<file path="src/rtl/entrada_handshake_if.sv">
// Signal bundle between the board-side input pins / control unit and the
// user-input front-end. The block itself connects through the slave modport;
// whatever drives the button, switches and request uses the master modport.
interface entrada_handshake_if #(
  parameter int WIDTH = 18
);
  logic             enter;
  logic [WIDTH-1:0] entrada;
  logic             in;
  logic             sinal;
  logic [WIDTH-1:0] valor;
  logic             aguardando;

  modport master (
    output enter, entrada, in,
    input  sinal, valor, aguardando
  );

  modport slave (
    input  enter, entrada, in,
    output sinal, valor, aguardando
  );
endinterface

</file>
<file path="src/rtl/entrada_handshake.sv">
// User-input front-end: synchronizes and debounces the enter button,
// double-registers the switch word and runs the press/release handshake with
// the control unit's request, producing one committed word per request.
module entrada_handshake #(
  parameter int WIDTH            = 18,
  parameter int DEBOUNCE_CYCLES  = 16,
  parameter bit ENTER_ACTIVE_LOW = 1'b1
) (
  input  logic               clock,
  input  logic               reset,
  entrada_handshake_if.slave bus
);

  localparam logic [15:0] deb_last = 16'(DEBOUNCE_CYCLES - 1);

  typedef enum logic [2:0] {
    IDLE,
    CLEAR,
    ARMED,
    HELD,
    COMMIT,
    WAIT_DROP
  } state_t;

  state_t           state;
  state_t           state_next;
  logic             press_raw;
  logic             press_sync1;
  logic             press_sync2;
  logic [WIDTH-1:0] word_sync1;
  logic [WIDTH-1:0] word_sync2;
  logic             deb_pressed;
  logic [15:0]      deb_count;
  logic [WIDTH-1:0] shadow;
  logic [WIDTH-1:0] valor_q;
  logic             capture;
  logic             commit;

  // The button polarity is folded in here so everything downstream sees 1 = pressed.
  assign press_raw = bus.enter ^ ENTER_ACTIVE_LOW;

  // Two-flop synchronizers for the button and the switch word.
  always_ff @(posedge clock) begin
    if (reset) begin
      press_sync1 <= 1'b0;
      press_sync2 <= 1'b0;
      word_sync1  <= '0;
      word_sync2  <= '0;
    end else begin
      press_sync1 <= press_raw;
      press_sync2 <= press_sync1;
      word_sync1  <= bus.entrada;
      word_sync2  <= word_sync1;
    end
  end

  // Accept a new button level only after it has disagreed with the current one for DEBOUNCE_CYCLES samples.
  always_ff @(posedge clock) begin
    if (reset) begin
      deb_pressed <= 1'b0;
      deb_count   <= '0;
    end else if (press_sync2 == deb_pressed) begin
      deb_count <= '0;
    end else if (deb_count == deb_last) begin
      deb_pressed <= ~deb_pressed;
      deb_count   <= '0;
    end else begin
      deb_count <= deb_count + 16'd1;
    end
  end

  // Handshake state register.
  always_ff @(posedge clock) begin
    if (reset) begin
      state <= IDLE;
    end else begin
      state <= state_next;
    end
  end

  // Next-state logic; a dropped request always wins so a withdrawn request never commits.
  always_comb begin
    state_next = state;
    capture    = 1'b0;
    commit     = 1'b0;
    case (state)
      IDLE: begin
        if (bus.in) begin
          state_next = deb_pressed ? CLEAR : ARMED;
        end
      end
      CLEAR: begin
        if (!bus.in) begin
          state_next = IDLE;
        end else if (!deb_pressed) begin
          state_next = ARMED;
        end
      end
      ARMED: begin
        if (!bus.in) begin
          state_next = IDLE;
        end else if (deb_pressed) begin
          state_next = HELD;
          capture    = 1'b1;
        end
      end
      HELD: begin
        if (!bus.in) begin
          state_next = IDLE;
        end else if (!deb_pressed) begin
          state_next = COMMIT;
          commit     = 1'b1;
        end
      end
      COMMIT: begin
        state_next = WAIT_DROP;
      end
      WAIT_DROP: begin
        if (!bus.in) begin
          state_next = IDLE;
        end
      end
      default: begin
        state_next = IDLE;
      end
    endcase
  end

  // Word captured at the press edge; loaded into valor on the edge entering COMMIT so it is already new while sinal is high.
  always_ff @(posedge clock) begin
    if (reset) begin
      shadow  <= '0;
      valor_q <= '0;
    end else begin
      if (capture) begin
        shadow <= word_sync2;
      end
      if (commit) begin
        valor_q <= shadow;
      end
    end
  end

  assign bus.sinal      = (state == COMMIT);
  assign bus.aguardando = (state == ARMED) || (state == HELD);
  assign bus.valor      = valor_q;

endmodule
</file>
<file path="src/flat_wrapper.sv">
// flat-port wrapper written by rule: the top's interface ports become plain ports
module entrada_handshake_flat 
#(
  parameter int WIDTH            = 18,
  parameter int DEBOUNCE_CYCLES  = 16,
  parameter bit ENTER_ACTIVE_LOW = 1'b1
)
  (clock, reset, bus_enter, bus_entrada, bus_in, bus_sinal, bus_valor, bus_aguardando);
  entrada_handshake_if #(.WIDTH(WIDTH)) bus_i ();
  input  logic clock;
  input  logic reset;
  input wire logic [$bits(bus_i.enter)-1:0] bus_enter;
  input wire logic [$bits(bus_i.entrada)-1:0] bus_entrada;
  input wire logic [$bits(bus_i.in)-1:0] bus_in;
  output wire logic [$bits(bus_i.sinal)-1:0] bus_sinal;
  output wire logic [$bits(bus_i.valor)-1:0] bus_valor;
  output wire logic [$bits(bus_i.aguardando)-1:0] bus_aguardando;
  assign bus_i.enter = bus_enter;
  assign bus_i.entrada = bus_entrada;
  assign bus_i.in = bus_in;
  assign bus_sinal = bus_i.sinal;
  assign bus_valor = bus_i.valor;
  assign bus_aguardando = bus_i.aguardando;
  entrada_handshake #(.WIDTH(WIDTH), .DEBOUNCE_CYCLES(DEBOUNCE_CYCLES), .ENTER_ACTIVE_LOW(ENTER_ACTIVE_LOW)) u_core (.clock(clock), .reset(reset), .bus(bus_i));
endmodule
</file>
<file path="config.mk">
export PLATFORM = sky130hd
export DESIGN_NAME = entrada_handshake_flat
export DESIGN_NICKNAME = d
export VERILOG_FILES = /design/src/rtl/entrada_handshake_if.sv /design/src/rtl/entrada_handshake.sv /design/src/flat_wrapper.sv
export SDC_FILE = /design/constraint.sdc
export NUM_CORES = 1
export LEC_CHECK = 0
export ABC_AREA = 1
export CAP_MARGIN = 20
export CORE_MARGIN = 2
export CORE_UTILIZATION = 50
export CTS_CLUSTER_DIAMETER = 30
export DETAILED_ROUTE_END_ITERATION = 12
export PLACE_DENSITY = 0.73
export SLEW_MARGIN = 20
export SYNTH_ARGS = -nofsm -noshare
export SYNTH_HDL_FRONTEND = slang
export SYNTH_SLANG_ARGS = --single-unit
</file>
<file path="constraint.sdc">
create_clock -name clock -period 1.9 [get_ports clock]
set_clock_uncertainty 0.2 [all_clocks]
set_input_delay 0.38 -clock clock [delete_from_list [all_inputs] [get_ports clock]]
set_output_delay 0.38 -clock clock [all_outputs]
set_load 0.005 [all_outputs]
</file>
==> results of run 1 <==
==> through the flow <==
stage | setup WS [ns] | utilization [%] | TNS (ns) | instance area (µm²) | hold slack [ns]
CTS | 0.0117 | 62.9 | 0 | 4250 | 0.200
global placement | -0.0613 | 59.4 | -0.714 | 4010 | 0.190
floorplan | 0.256 | - | 0 | 3480 | 0.188
global route | 0.00146 | 62.9 | 0 | 4250 | 0.213
detailed placement | -0.0736 | 59.4 | -1.41 | 4010 | 0.195
finish | 0.0720 | 62.9 | 0 | 4250 | 0.199
==> synthesized netlist by cell type <==
library cell / count
a21boi_0: 1
a21oi_1: 11
buf_2: 2
buf_4: 2
buf_6: 3
clkbuf_1: 8
clkinv_4: 1
dfxtp_1: 94
ha_1: 1
inv_1: 63
inv_2: 2
nand2_1: 46
nand2_2: 4
nand2_4: 1
nand3_1: 17
nand4_1: 7
nor2_1: 145
nor2_4: 5
nor3_1: 1
o21ai_0: 35
o21ai_1: 3
or2_1: 1
or2_2: 1
xnor2_1: 2
xor2_1: 2
==> cell families after synthesis <==
logic type / Yosys count / share of synthesized area [%]
AND/OR/NAND/NOR: 228 / 27.5
flip-flops: 94 / 54.1
buffers and inverters: 81 / 9.82
AO/OA/AOI/OAI: 50 / 7.26
XOR/XNOR: 4 / 1.01
adder cells (fa/ha/maj): 1 / 0.360
==> routing by layer <==
| layer | part of all wire [%] | vias to the layer above | wire [µm] | global-route usage [%] |
|---|---|---|---|---|
| li1 | - | 1513 | - | - |
| met1 | 49 | 1224 | 2950 | 22.2 |
| met2 | 46 | 48 | 2810 | 29.5 |
| met3 | 3.1 | 9 | 190 | 3.51 |
| met4 | 1.7 | 0 | 101 | 8.95 |
| met5 | 0 | - | 0 | 0 |
==> power by group through the flow <==
stage	clock network (W)	registers (W)	logic, W
4_1_cts	0.00141	0.00208	0.000392
3_5_place_dp	0	0.00212	0.000371
6_report	0.00137	0.00208	0.000396
5_1_grt	0.00149	0.00208	0.000452
3_3_place_gp	0	0.00212	0.000365
2_1_floorplan	0	0.00211	0.000206
==> worst max-delay path by stage <==
| stage | from | endpoint | slack, ns | cells past startpoint |
|---|---|---|---|---|
| 2_1_floorplan | u_core.deb_count[0] | u_core.deb_count[10] | 0.26 | 9 |
| 3_3_place_gp | bus_in | u_core.bus.valor[15] | -0.06 | 8 |
| 3_5_place_dp | bus_in | u_core.shadow[12] | -0.07 | 8 |
| 4_1_cts | u_core.state[1] | bus_sinal | 0.01 | 5 |
| 5_1_grt | u_core.state[1] | bus_sinal | 0.001 | 5 |
| 6_report | u_core.state[1] | bus_sinal | 0.07 | 5 |
==> tightest hold or removal path, delay by kind of cell (launching register included) <==
family / cells / cell delay (ns)
simple gates: 1 / 0.03
buf+inv: 1 / 0.04
flops: 1 / 0.30
==> final cells by class <==
class,instances,area share (%)
sequential,94,44.4
timing repair buffer,56,12.6
clock buffer,11,3.56
inverter,66,5.94
clock inverter,5,1.50
tap,80,2.35
multi-input combinational,283,29.7
==> what timing repair did <==
item,4_1_cts,5_1_grt
setup endpoints to repair,2,1
hold buffers,0,0
resized for setup,6,2
setup buffers,2,0
==> sequential cells by signal, indices dropped and copies added, names as in the netlist <==
register            flops
u_core.bus.valor       18
u_core.state            3
u_core.deb_pressed      1
u_core.word_sync1      18
u_core.press_sync1      1
u_core.deb_count       16
u_core.shadow          18
u_core.press_sync2      1
u_core.word_sync2      18
==> impl_results.md, run 1 <==
* Max FO, Critical Path at 3
* Crit path DAT at 1.25 ns
* Ratio of cells with drive above 1 in the final layout at 9.32%
* Pwr/cell area at around 900 nW/µm²
* Reg2reg setup slack at 0.27 ns
* Total gr overflow at 0
* Final worst-path cycle share at 96.2%
* First-pass GRT wire length at 10.8 mm
* Worst hold path depth at 2
* Final WL at 6.05 mm
* Reg2reg start: u_core.deb_count[1]
* CTS Buf Count at 9
* Yosys cell types at 25
* Later-pin clock latency in the skew report at 0.35 ns
* Largest net degree at the start of global routing at 40
* Cell taking the most area after synthesis: dfxtp_1
* Synthesis Warnings at 0
* Depth of the most critical reg-to-reg path at 8
* Syn avg cell area at between 7 and 8 µm²
* Layout Nets at 533
* Post-synth top area share at 54.1%
* Vias in the first global route at 2622
* Clk network pwr share at a little over a third
* RSZ-0062 raised after global routing: false
* Fillcell total at 623
* Status: finished clean
* CTS sink cnt at 94
* Worst setup EP type: output port
* Critical path's top delay family: buffers and inverters
* Hold Vio Cnt, Final at 0
* Crit-path cells: buf_4, nor2_4, nand2_1, inv_1, clkdlybuf4s15_1
* Clk slew on worst S/H paths at 0.09 ns
* Vias per std cell at 4.70
* Min Tclk post-route at ~1.8 ns
* Root Buffer: clkbuf_8
* Max Freq at 547 MHz
* Total power at 0.00385 W
* Slew Limit Headroom at 79.6%
* Worst slew pin tran at 0.305 ns
* Gpl congestion at 0.939
* I/O Buffers at 41
* CP bufs+invs at 3
* Comb power frac at around a tenth
* Worst hold start: u_core.word_sync1[4]
* Synth Net Count at 481
* Reg-to-Reg End: u_core.deb_count[12]
* Net Switching at approximately 0.00091 W
* WS Path Type: register to output port
* Multi-input gate area at 1260 µm²
* Switching share of power at 23.6%
* I/O pin cnt at 42
* Drt drc at 0
* Initial antenna violation count at 0
* Hold endpoint: u_core.word_sync2[4]
* Storage cell area at 1890 µm²
* Placed insts at 577
* Pleak at 1.86 nW
* CTS max path bufs at 2
* CP max stage delay at 0.36 ns
* Mapped cell area at 3480 µm²
* DP HPWL at 4.25 mm
* Max_cap viols at 0
* Post-Synthesis Cells at approximately 460
* Setup violators final at 0
* Routed Antenna Nets at 0
* Sequential Power Share at 54.0%
* CP max stage cell: dfxtp_4
* Die Span Y at between 80 and 90 µm
* Post-DR wirelength/cell at 10.2 µm
* Fin cells at 595
* Ant. Diodes at 0
* Largest cells by area after synthesis: dfxtp_1, nor2_1, inv_1
* Seq/Total Area, Yosys at 54.1%
* DR vias at 2794
* Die W at about 90 µm
* Required @ worst endpoint at 1.32 ns
* Starting DRT DRC Count at 90
* Die area at 7640 µm²
* CTS tree: done
* Commonest non-fill, non-tap cells in the layout: nor2_1, dfxtp_1, inv_1
* Core area at 6760 µm²
* Starting density of the core at 51.5%
* Area Growth Syn to Fin at 22.2%
* GRT Util Overall at 17.9%
* Hold crit path type: register to register
* 1st-pass router iterations at 4
* Internal at just under 0.003 W
* Critical Path Start Type: register
* Commonest non-fill, non-tap cell in the layout: nor2_1
* Register bit total from synthesis at 94
* Row count at 30
* Fin. max-slew vios at 0
* H-tree Lvls at 3
* Peak supply drop at 376 µV
Note: power is estimated with default switching activity, not from simulation.
==> inputs of run 2 (changes only) <==
--- a/config.mk
+++ b/config.mk
@@ -6,9 +6,10 @@
 export NUM_CORES = 1
 export LEC_CHECK = 0
 export ABC_AREA = 1
-export CAP_MARGIN = 20
+export CAP_MARGIN = 15
 export CORE_MARGIN = 2
 export CORE_UTILIZATION = 50
+export CTS_BUF_LIST = sky130_fd_sc_hd__clkbuf_16
 export CTS_CLUSTER_DIAMETER = 30
 export DETAILED_ROUTE_END_ITERATION = 12
 export PLACE_DENSITY = 0.73
==> impl_results.md, run 2 (synthesized netlist as in run 1, its figures left out) <==
* Commonest non-fill, non-tap cell in the layout: nor2_1
* Storage cell area at 1890 µm² (unchanged)
* WP depth at 5 (unchanged)
* Setup violators final at 0 (unchanged)
* Worst setup EP type: output port
* WS Path Type: register to output port
* Row count at 30 (unchanged)
* Vias per std cell at 4.71 (+0.28%)
* Max Freq at 548 MHz (+0.16%)
* Starting density of the core at 51.5% (unchanged)
* Routed Antenna Nets at 0 (unchanged)
* Multi-input gate area at 1260 µm² (unchanged)
* Critical Path Start Type: register
* CP max stage delay at 0.35 ns (about the same)
* Critical path origin: u_core.state[1]
* Reg2reg start: u_core.deb_count[1]
* Core area at 6760 µm² (unchanged)
* Commonest non-fill, non-tap cells in the layout: nor2_1, dfxtp_1, inv_1
* CP bufs+invs at 3 (unchanged)
* Largest net degree at the start of global routing at 40 (unchanged)
* DR vias at 2797 (+0.11%)
* GRT Util Overall at 18.0% (+0.072 points)
* CTS Buf Count at 9 (unchanged)
* Final worst-path cycle share at 96.1% (-0.15 points)
* Starting DRT DRC Count at 83 (-7.8%)
* Drt drc at 0 (unchanged)
* Hold Vio Cnt, Final at 0 (unchanged)
* Ratio of cells with drive above 1 in the final layout at 8.75% (-0.57 points)
* Later-pin clock latency in the skew report at 0.33 ns (-0.02 ns)
* Pwr/cell area at 974 nW/µm² (+7.7%)
* CTS tree: done
* Area Growth Syn to Fin at 24.3%
* Worst hold path depth at 2 (unchanged)
* Slew Limit Headroom at 79.3% (-0.30 points)
* Peak supply drop at 471 µV (+25%)
* Placed insts at 577 (unchanged)
* Final WL at 6.14 mm (+1.5%)
* Depth of the most critical reg-to-reg path at 8 (unchanged)
* Pleak at 1.89 nW (+1.8%)
* Layout Nets at 532 (-0.19%)
* Fin cells at 594 (-0.17%)
* Crit path DAT at 1.25 ns (about the same)
* Max FO, Critical Path at 4 (+1)
* RSZ-0062 raised after global routing: false
* Max_cap viols at 0 (unchanged)
* Die W at 87.4 µm (unchanged)
* Die Span Y at 87.4 µm (unchanged)
* Critical path's top delay family: buffers and inverters
* Total gr overflow at 0 (unchanged)
* I/O pin cnt at 42 (unchanged)
* CTS max path bufs at 2 (unchanged)
* DP HPWL at 4.25 mm (unchanged)
* Hold crit path type: register to register
* I/O Buffers at 41 (unchanged)
* Clk slew on worst S/H paths at 0.07 ns (-0.02 ns)
* Gpl congestion at 0.939 (unchanged)
* Fin. max-slew vios at 0 (unchanged)
* Ant. Diodes at 0 (unchanged)
* Vias in the first global route at 2646 (+0.92%)
* Die area at 7640 µm² (unchanged)
* CTS sink cnt at 94 (unchanged)
* Post-route core utilization at 64.0% (+1.1 points)
* Status: finished clean
* Crit-path cells: buf_4, nor2_4, nand2_1, inv_1, dlygate4sd2_1
* Min Tclk post-route at 1.83 ns (-0.00290 ns)
* 1st-pass router iterations at 4 (unchanged)
* Total power at 0.00421 W (+9.5%)
* WHS at 0.197 ns (-0.00199 ns)
* Fillcell total at 605 (-2.9%)
* Required @ worst endpoint at 1.32 ns (about the same)
* Worst hold start: u_core.word_sync1[4]
* First-pass GRT wire length at 10.9 mm (+0.57%)
* Worst slew pin tran at 0.310 ns (+0.00453 ns)
* CP max stage cell: dfxtp_4
* Root Buffer: clkbuf_16
* Initial antenna violation count at 0 (unchanged)
* H-tree Lvls at 3 (unchanged)
* Post-DR wirelength/cell at 10.3 µm (+1.6%)
## run 2: cell count changes in the layout (fill, tap and decap cells not counted)
| cell | change |
|---|---|
| clkbuf_8 | -11 |
| clkbuf_16 | +9 |
| clkinv_1 | +2 |
| buf_4 | -1 |
| clkdlybuf4s15_1 | -1 |
| dlygate4sd2_1 | +1 |
## run 2: final timing paths
| kind | end | slack (ns) |
|---|---|---|
| max reg2reg | u_core.deb_count[12] | 0.27 |
| max | bus_sinal | 0.07 |
| min reg2reg | u_core.word_sync2[4] | 0.20 |
| min | u_core.word_sync2[4] | 0.20 |
## run 2: what timing repair did
action,in CTS,in global routing
gates resized for setup,6,1
setup buffers,1,0
endpoints found under the setup margin,2,1
hold buffers,0,0
cloned,0,0
## run 2: cell type report
cell class / count / area share, %
timing repair buffer: 55 / 12.1
multi-input combinational: 283 / 29.2
clock inverter: 7 / 1.65
inverter: 66 / 5.84
sequential: 94 / 43.6
clock buffer: 9 / 5.21
tap: 80 / 2.31
## run 2: tightest hold or removal path: stages (launching register included)
cell	delay (ns)
dfxtp_1	0.30
inv_1	0.04
nor2_1	0.03
## run 2: stage by stage
stage | setup TNS, ns | worst slack [ns] | instance area, µm²
detailed placement | -1.41 | -0.0736 | 4010
floorplan | 0 | 0.256 | 3480
finish | 0 | 0.0749 | 4330
global placement | -0.714 | -0.0613 | 4010
global route | 0 | 0.00745 | 4330
CTS | 0 | 0.0417 | 4320
## run 2: power by group
part           total [W]  internal (W)  switching [W]
sequential       0.00208       0.00205      0.0000309
combinational   0.000388      0.000194       0.000194
clock            0.00175       0.00102       0.000725
total            0.00421       0.00326       0.000950
## run 2: per-layer routing
layer | up-vias | wire length (µm) | track usage, %
li1 | 1511 | - | -
met1 | 1230 | 3000 | 22.2
met2 | 45 | 2860 | 30.0
met3 | 11 | 190 | 4.55
met4 | 0 | 93 | 6.99
met5 | - | 0 | 0
==> RTL change: new RTL, config.mk and constraints of run 1 <==
`ENTER_ACTIVE_LOW` is set to 1'b1 in 2 places; all go to 1'b0.
--- a/src/rtl/entrada_handshake.sv
+++ b/src/rtl/entrada_handshake.sv
@@ -4,7 +4,7 @@
 module entrada_handshake #(
   parameter int WIDTH            = 18,
   parameter int DEBOUNCE_CYCLES  = 16,
-  parameter bit ENTER_ACTIVE_LOW = 1'b1
+  parameter bit ENTER_ACTIVE_LOW = 1'b0
 ) (
   input  logic               clock,
   input  logic               reset,
--- a/src/flat_wrapper.sv
+++ b/src/flat_wrapper.sv
@@ -3,7 +3,7 @@
 #(
   parameter int WIDTH            = 18,
   parameter int DEBOUNCE_CYCLES  = 16,
-  parameter bit ENTER_ACTIVE_LOW = 1'b1
+  parameter bit ENTER_ACTIVE_LOW = 1'b0
 )
   (clock, reset, bus_enter, bus_entrada, bus_in, bus_sinal, bus_valor, bus_aguardando);
   entrada_handshake_if #(.WIDTH(WIDTH)) bus_i ();
Check against the original RTL: no difference found for any inputs over 10 cycles, from zero or initial values and one cycle with reset high; that may be too few to reach the edited logic, so the function may still have changed.
==> RTL change against run 1 <==
  * Register-to-register slack worse by 50 ps
  * Sequential cell count unchanged
  * Setup slack improved by 29 ps
  * Routed wire length decreased by 1.2%
  * Power is 9.0% higher
  * Via count down 1.9%
  * Clock power hardly changed
  * Synthesized area grew 0.14%
  * Final area increased by 0.44%
  * Non-clock buffer count is the same
  * Sequential power rose by 3%
  * Critical endpoint is now bus_valor[15]
==> RTL change: results (changes against run 1) <==
Parameter                              Value

Layout
  Fill count    613 (was 623)
  Final #Nets    529 (was 533)
  Fraction of final layout cells with drive strength greater than 1    0.1037 (was 0.09320)
  Diode insertion count for antenna repair    0 (unchanged)

Logic synthesis
  Most common library cells after synthesis    sky130_fd_sc_hd__nor2_1 (138), sky130_fd_sc_hd__dfxtp_1 (94), sky130_fd_sc_hd__inv_1 (61) (was sky130_fd_sc_hd__nor2_1 (145), sky130_fd_sc_hd__dfxtp_1 (94), sky130_fd_sc_hd__inv_1 (63))
  Avg Synthesized Cell Area    7.709 sq um (was 7.597 sq um)
  Ys async rst share    0 (unchanged)
  Syn Nets    475 (was 481)
  Ranking of synthesized cells by area    sky130_fd_sc_hd__dfxtp_1 (54%), sky130_fd_sc_hd__nor2_1 (15%), sky130_fd_sc_hd__inv_1 (6.6%), sky130_fd_sc_hd__nand2_1 (5.1%), sky130_fd_sc_hd__o21ai_0 (4.2%) (was sky130_fd_sc_hd__dfxtp_1 (54%), sky130_fd_sc_hd__nor2_1 (16%), sky130_fd_sc_hd__inv_1 (6.8%), sky130_fd_sc_hd__o21ai_0 (5.0%), sky130_fd_sc_hd__nand2_1 (5.0%))

Worst setup path
  Reg2reg setup slack    220 ps (was 270 ps)
  Source of the worst register-to-register timing path    u_core.deb_count[1] (unchanged)
  FF-to-FF path depth    7 (was 8)
  Worst-path cell with the longest stage delay    sky130_fd_sc_hd__clkdlybuf4s50_1 (was sky130_fd_sc_hd__dfxtp_4)
  Data arrival time of the critical path    1220 ps (was 1250 ps)
  R2r endpoint    u_core.deb_count[15] (was u_core.deb_count[12])
  Biggest fanout along the worst timing path    2 (was 3)
  Delay-heaviest family, CP    buffers and inverters (unchanged)
  Delay of the slowest critical-path stage    510 ps (was 360 ps)

Power
  Standby leakage power    1.846 nW (was 1.859 nW)
  VDD IR max    0.5548 mV (was 0.3758 mV)

Drt
  Count of routing violations after the opening detailed-route iteration    155 (was 90)
  Final wirelength    5.978 mm (was 6.050 mm)
  Routed length on met2    2.711 mm (was 2.806 mm)
  DR vias    2742 (was 2794)
  WL met3    283 microns (was 190 microns)
  Met1 WL    2.919 mm (was 2.951 mm)

Place
  Routability cong.    0.8027 (was 0.9385)
  Cell total after placement    573 (was 577)
  Estimated wirelength of the detail-placed design    4.223 mm (was 4.245 mm)
  Pre-CTS worst setup slack    -115.0 ps (was -73.56 ps)

Global routing
  Number of global-route vias before repair    2505 (was 2622)
  Total global routing track utilization    0.1729 (was 0.1789)
  First-pass GRT wire length    10.55 mm (was 10.83 mm)

Min path
  Hold Crit Endpoint    u_core.word_sync2[12] (was u_core.word_sync2[4])
  Worst Hold Launch    u_core.word_sync1[12] (was u_core.word_sync1[4])

Timing
  Relative max-transition margin    0.7709 (was 0.7959)
  Number of failing setup endpoints in the final timing report    0 (unchanged)

Outcome
  Outcome    complete, no violations (unchanged)
-- RTL change: layout make-up --
cell class / instances / area share
sequential: 94 / 0.4411
timing repair buffer: 56 / 0.1298
clock buffer: 9 / 0.02900
multi-input combinational: 281 / 0.2976
inverter: 64 / 0.05741
tap: 80 / 0.02343
clock inverter: 7 / 0.02168
-- RTL change: stage by stage --
| stage | power [W] | hold slack (ps) | instance area (sq um) |
|---|---|---|---|
| final | 0.004194 | 203.0 | 4272 |
| after global routing | 0.004394 | 219.8 | 4272 |
| after floorplan | 0.002541 | 188.3 | 3485 |
| after CTS | 0.004208 | 205.2 | 4268 |
| after global placement | 0.002808 | 192.2 | 4041 |
| after detailed placement | 0.002834 | 194.0 | 4041 |
-- RTL change: cell families (layout without fill, tap and decap cells) --
family	count (synthesis)	after routing	synth area share
buf+inv	77	136	0.09587
compound gates	47	47	0.06750
xor+xnor	5	5	0.01257
fa+ha+maj	1	1	0.003590
simple gates	228	228	0.2804
flops	94	94	0.5400
-- RTL change: how the worst max path moves through the flow --
stage,from,cells past startpoint,slack (ps),to
global route,u_core.bus.valor[0],1,50,bus_valor[0]
CTS,u_core.state[1],5,30,bus_sinal
detailed placement,bus_in,8,-110,u_core.shadow[6]
global placement,bus_in,8,-60,u_core.shadow[1]
floorplan,u_core.deb_count[0],7,250,u_core.deb_count[0]
finish,u_core.bus.valor[15],1,100,bus_valor[15]
-- RTL change: repair_timing --
action / CTS / global route
resized for setup: 5 / 2
setup endpoints to repair: 2 / 1
pin swaps: 1 / 0
buffers inserted: 1 / 1
-- RTL change: power by group --
part / internal (W) / leakage, nW / total [W] / switching (W)
sequential: 0.00208 / 0.767 / 0.00214 / 0.0000607
clock: 0.000640 / 0.109 / 0.00137 / 0.000731
combinational: 0.000332 / 0.970 / 0.000687 / 0.000355
total: 0.00305 / 1.85 / 0.00419 / 0.00115
-- RTL change: routing by layer --
metal / track usage / up-vias
met2: 0.2775 / 65
li1: - / 1494
met3: 0.04645 / 9
met4: 0.05594 / 0
met1: 0.2264 / 1174
met5: 0 / -
